`config.mk`:
```
export PLATFORM = sky130hd
export DESIGN_NAME = frame_sequencer
export DESIGN_NICKNAME = d
export VERILOG_FILES = /design/src/rtl/frame_sequencer.sv
export SDC_FILE = /design/constraint.sdc
export NUM_CORES = 1
export LEC_CHECK = 0
export ABC_AREA = 1
export BUFFER_PORTS_ARGS = -buffer_cell sky130_fd_sc_hd__buf_2
export CAP_MARGIN = 10
export CORE_MARGIN = 10
export CORE_UTILIZATION = 30
export DETAILED_ROUTE_END_ITERATION = 12
export SLEW_MARGIN = 20
export SYNTH_ARGS = -nofsm -noshare
export SYNTH_HDL_FRONTEND = slang
export SYNTH_SLANG_ARGS = --single-unit
```
`constraint.sdc`:
```
create_clock -name i_clk -period 2.2 [get_ports i_clk]
set_input_delay 0.33 -clock i_clk [delete_from_list [all_inputs] [get_ports i_clk]]
set_output_delay 0.33 -clock i_clk [all_outputs]
set_load 0.01 [all_outputs]
```
`src/rtl/frame_sequencer.sv`:
```
// Framing controller ahead of line_buffer: latches frame geometry on start, tags row/frame ends,
// appends bottom pad rows and pulses done once the final eof beat leaves the output stage.
module frame_sequencer #(
    parameter int DATA_W    = 8,
    parameter int MAX_IMG_W = 640,
    parameter int MAX_IMG_H = 480,
    parameter int KERNEL_H  = 7,
    parameter int PAD_VAL   = 0,
    localparam int W_W = $clog2(MAX_IMG_W + 1),
    localparam int H_W = $clog2(MAX_IMG_H + 1),
    localparam int P_W = $clog2(KERNEL_H)
) (
    input  logic              i_clk,
    input  logic              i_rst_n,
    input  logic              i_start,
    input  logic [W_W-1:0]    i_img_w,
    input  logic [H_W-1:0]    i_img_h,
    input  logic [P_W-1:0]    i_pad_rows,
    input  logic              i_vld,
    input  logic [DATA_W-1:0] i_data,
    output logic              o_rdy,
    input  logic              i_rdy,
    output logic              o_vld,
    output logic              o_eor,
    output logic              o_eof,
    output logic [DATA_W-1:0] o_data,
    output logic              o_busy,
    output logic              o_done,
    output logic              o_err
);

    // state | meaning
    // IDLE  | waiting for start; geometry checked on start
    // RUN   | passing upstream pixels into the output stage
    // PAD   | generating PAD_VAL rows after the last image row
    // DRAIN | waiting for the eof beat to be taken downstream

    // Row index spans image plus pad rows, so it needs headroom beyond MAX_IMG_H.
    localparam int R_W = $clog2(MAX_IMG_H + KERNEL_H);

    typedef enum logic [1:0] {
        S_IDLE,
        S_RUN,
        S_PAD,
        S_DRAIN
    } state_t;

    state_t         state;
    logic [W_W-1:0] col;
    logic [W_W-1:0] w_last;
    logic [R_W-1:0] row;
    logic [R_W-1:0] row_img_last;
    logic [R_W-1:0] row_pad_last;
    logic           pad_none;

    logic ld;
    logic accept;
    logic col_last;
    logic img_last;
    logic pad_last;
    logic geom_bad;

    assign ld       = !o_vld || i_rdy;
    assign o_rdy    = (state == S_RUN) && ld;
    assign accept   = o_rdy && i_vld;
    assign col_last = (col == w_last);
    assign img_last = col_last && (row == row_img_last);
    assign pad_last = col_last && (row == row_pad_last);

    assign geom_bad = (i_img_w == '0) || (i_img_h == '0)
                   || (i_img_w > W_W'(MAX_IMG_W))
                   || (i_img_h > H_W'(MAX_IMG_H))
                   || (i_pad_rows > P_W'(KERNEL_H - 1));

    always_ff @(posedge i_clk or negedge i_rst_n) begin
        if (!i_rst_n) begin
            state        <= S_IDLE;
            col          <= '0;
            row          <= '0;
            w_last       <= '0;
            row_img_last <= '0;
            row_pad_last <= '0;
            pad_none     <= 1'b0;
            o_vld        <= 1'b0;
            o_eor        <= 1'b0;
            o_eof        <= 1'b0;
            o_data       <= '0;
            o_busy       <= 1'b0;
            o_done       <= 1'b0;
            o_err        <= 1'b0;
        end else begin
            o_done <= 1'b0;
            o_err  <= 1'b0;
            // A transferred beat empties the stage unless a new one loads below.
            if (o_vld && i_rdy) begin
                o_vld <= 1'b0;
            end

            case (state)
                S_IDLE: begin
                    if (i_start) begin
                        if (geom_bad) begin
                            o_err <= 1'b1;
                        end else begin
                            w_last       <= i_img_w - W_W'(1);
                            row_img_last <= R_W'(i_img_h) - R_W'(1);
                            row_pad_last <= R_W'(i_img_h) + R_W'(i_pad_rows) - R_W'(1);
                            pad_none     <= (i_pad_rows == '0);
                            col          <= '0;
                            row          <= '0;
                            o_busy       <= 1'b1;
                            state        <= S_RUN;
                        end
                    end
                end

                S_RUN: begin
                    if (accept) begin
                        o_vld  <= 1'b1;
                        o_data <= i_data;
                        o_eor  <= col_last;
                        o_eof  <= img_last && pad_none;
                        if (col_last) begin
                            col <= '0;
                            row <= row + R_W'(1);
                        end else begin
                            col <= col + W_W'(1);
                        end
                        if (img_last) begin
                            state <= pad_none ? S_DRAIN : S_PAD;
                        end
                    end
                end

                S_PAD: begin
                    if (ld) begin
                        o_vld  <= 1'b1;
                        o_data <= DATA_W'(PAD_VAL);
                        o_eor  <= col_last;
                        o_eof  <= pad_last;
                        if (col_last) begin
                            col <= '0;
                            row <= row + R_W'(1);
                        end else begin
                            col <= col + W_W'(1);
                        end
                        if (pad_last) begin
                            state <= S_DRAIN;
                        end
                    end
                end

                S_DRAIN: begin
                    // Only the eof beat can occupy the stage here.
                    if (o_vld && i_rdy) begin
                        o_done <= 1'b1;
                        o_busy <= 1'b0;
                        state  <= S_IDLE;
                    end
                end

                default: state <= S_IDLE;
            endcase
        end
    end

endmodule

```
==> metrics.md <==
| Metric | Value |
|---|---|
| Global-route wire length before repair | `around 18000 um` |
| CTS Buf Count | `9` |
| Cell type with the largest total area after synthesis | `dfrtp_1` |
| Worst path arrival time | `roughly 2.2 ns` |
| Mapped Area | `between 4000 and 5000 um^2` |
| Combinational share of power | `0.433` |
| Gpl congestion | `0.858` |
| Largest family of logic cells by synthesized area | `simple AND/OR/NAND/NOR gates` |
| Final Hold Vio Count | `0` |
| Aggregate global routing overflow | `0` |
| Syn Nets | `650` |
| Final Skew | `between 0.007 and 0.008 ns` |
| Max frequency | `around 0.52 GHz` |
| Fin cells | `approximately 830` |
| 1st-pass router iterations | `4` |
| Synth Area per Inst | `~7.6 um^2` |
| Worst-path maximum fanout | `20` |
| Largest net degree at the start of global routing | `65` |
| Reg clk slew, reported paths | `0.06 ns` |
| RSZ-0062 raised after global routing | `no` |
| # diodes | `0` |
| Maximum VDD drop | `around 0.63 mV` |
| Netlist cell types | `36` |
| DR vias | `approximately 3700` |
| Post-DP HPWL | `7840 um` |
| Post-synth top area share | `0.359` |
| Drt wl/cell | `around 12 um` |
| Critical path type | `reg2reg` |
| Worst Path Required | `2.41 ns` |
| Fin nets | `710` |
| Share of cells above drive strength 1 | `0.197` |
| Lkg Pwr | `2.69 nW` |
| Tcrit/Tclk final | `0.881` |
| Core area | `14500 um^2` |
| Seq cells post-synth | `between 60 and 70` |
| Root Driver | `clkbuf_16` |
| Clk_lat worst skew | `approximately 0.33 ns` |
| Reg2Reg Capture Point | `col[3]$_DFFE_PN0P_` |
| Setup TNS | `0 ns` |
| Max stage delay on crit path | `between 0.4 and 0.5 ns` |
| Launching point of the worst reg2reg path | `state[1]$_DFFE_PN0P_` |
| Slew @ Worst Pin | `0.661 ns` |
| Yosys warns | `0` |
| CTS tree | `built` |
| Total GRT Usage | `0.105` |
| I/O pin count | `50` |
| Setup crit end kind | `flop` |
| Worst hold path class | `in2async` |
| Slew margin rel. | `0.558` |
| Synth Area in Simple Gates | `0.274` |
| WL final | `slightly above 10000 um` |
| Std cell rows | `between 40 and 50` |
| Post-synthesis adder-cell area fraction | `0.0886` |
| ANT nets after route | `0` |
| Die ar. | `a little over 20000 um^2` |
| Fin crit period | `1.94 ns` |
| Vias in the first global route | `between 3000 and 4000` |
| Initial antenna violation count | `0` |
| # H-tree levels | `3` |
| FF-to-FF setup slack | `about 0.26 ns` |
| Top cells by area, synth | `dfrtp_1, nand2_1, ha_1` |
| Clock sinks | `64` |
| Max Root-Sink Buffers | `2` |
| Run status | `complete, no violations` |
| Psw | `around 2.5 mW` |
| Mux cell area share after synthesis | `0` |
| Initial DRC Count | `214` |
| P_int | `3.49 mW` |
| Die Y | `roughly 140 um` |
| Sw Ratio | `0.414` |
| Initial Util | `0.307` |
| CP startpoint kind | `flop` |
| Sequential share of power | `0.320` |
| Crit-path cells | `inv_1, ha_1, inv_1, nor2_2, nand2_1, a21oi_1, o21a_2, nand2_8, nand2_1, o21ai_2` |
| Max-Cap Viols | `0` |
| IO buf count | `49` |
| Die X | `142 um` |
| Most frequent cells in the layout | `nand2_1, inv_1, dfrtp_1` |
| Xor/xnor cell area share of the yosys netlist | `0.0766` |
| Finish-stage setup viols | `0` |
| Seq/Total Area, Yosys | `0.359` |
| Vias per inst | `approximately 4.4` |
| Mapped Cells | `about 600` |
| Commonest non-fill, non-tap cell in the layout | `nand2_1` |
| Reg2reg path depth | `10` |
| Filler instances | `between 1500 and 2000` |
| Slowest stage cell, crit path | `dfrtp_1` |
| # DRC | `0` |
| Dpl cells | `816` |
| P&R area growth vs syn | `18.0%` |
| Complex-gate fraction of the synthesized area | `0.109` |
| PD cells | `1130 nW/um^2` |
| Clock share of power | `0.246` |
| Fin. max-slew vios | `0` |
[worst max path at each step]
stage	endpoint	depth (start not counted)	start	slack, ns
after global routing	row[8]$_DFFE_PN0P_	10	state[1]$_DFFE_PN0P_	0.03
final	col[3]$_DFFE_PN0P_	10	state[1]$_DFFE_PN0P_	0.26
after global placement	row_pad_last[7]$_DFFE_PN0P_	12	i_img_h[1]	0.05
after CTS	col[3]$_DFFE_PN0P_	10	state[1]$_DFFE_PN0P_	0.17
after floorplan	row_pad_last[7]$_DFFE_PN0P_	11	i_img_h[1]	0.31
after detailed placement	row_pad_last[7]$_DFFE_PN0P_	12	i_img_h[1]	0.04
[power groups by stage]
stage | sequential [mW] | clock [mW] | combinational [mW]
2_1_floorplan | 1.89 | 0 | 1.97
3_5_place_dp | 1.93 | 0 | 2.56
4_1_cts | 1.91 | 1.50 | 2.58
3_3_place_gp | 1.92 | 0 | 2.53
5_1_grt | 1.97 | 1.54 | 2.97
6_report | 1.91 | 1.47 | 2.58
[worst max-delay path, delay by kind of cell (launching register included)]
family                     cells  cell delay [ns]
DFF                            1             0.42
buffers and inverters          2             0.17
adders and majority gates      1             0.20
and+or+nand+nor                4             0.45
AOI/OAI and AO/OA              3             0.56
[flip-flops by register name (all words and copies together), names as in the netlist]
| name | count |
|---|---|
| row_pad_last | 9 |
| row_img_last | 9 |
| o_done | 1 |
| o_busy | 1 |
| state | 2 |
| o_err | 1 |
| row | 9 |
| w_last | 10 |
| col | 10 |
| pad_none | 1 |
| o_vld | 1 |
| o_eof | 1 |
| o_data | 8 |
| o_eor | 1 |
[final cells by class]
type / instances / area [um^2] / area share
Clock buffer: 11 / 253 / 0.0480
Clock inverter: 5 / 55.1 / 0.0105
Inverter: 77 / 293 / 0.0556
Multi-Input combinational cell: 427 / 2450 / 0.466
Sequential cell: 64 / 1600 / 0.304
Tap cell: 184 / 230 / 0.0437
Timing Repair Buffer: 65 / 378 / 0.0718
[synth_stat cells, drive strengths merged]
cell type	instances
a31oi	1
o21a	1
inv	76
o21ai	61
dfrtp	64
nor3	4
a21boi	1
ha	30
xnor2	7
nor2	55
fa	1
a21o	1
nand3b	1
clkinv	1
buf	12
clkbuf	4
xor2	32
a21oi	9
nand3	25
nand4	18
a211o	1
nand2	176
nor3b	3
[cell families after synthesis]
family | after synthesis
AOI/OAI and AO/OA | 75
xor gates and xnor gates | 39
and+or+nand+nor | 282
adders and majority gates | 31
DFF | 64
buffers and inverters | 93
[per-layer routing]
layer	global-route usage	up-vias	routed length [um]	share of wire
met5	0	-	0	0
met4	0.0253	0	113	0.011
met3	0.0260	10	388	0.038
met2	0.169	62	4560	0.45
met1	0.138	1668	5150	0.50
li1	-	1963	-	-
[timing repair]
item,4_1_cts,5_1_grt
setup buffers,0,1
hold buffers,0,0
setup endpoints to repair,0,10
gates resized for setup,0,1
[metrics by stage]
| step | total power [mW] | cell area, um^2 | hold WS, ns | util | worst slack (ns) |
|---|---|---|---|---|---|
| after detailed placement | 4.49 | 4940 | 0.380 | 0.340 | 0.0417 |
| after global placement | 4.45 | 4940 | 0.376 | 0.340 | 0.0502 |
| after floorplan | 3.86 | 4460 | 0.0344 | - | 0.307 |
| final | 5.96 | 5270 | 0.0181 | 0.362 | 0.263 |
| after CTS | 5.99 | 5250 | 0.0274 | 0.361 | 0.173 |
| after global routing | 6.48 | 5270 | 0.0459 | 0.362 | 0.0326 |
Note: power is estimated with default switching activity, not from simulation.
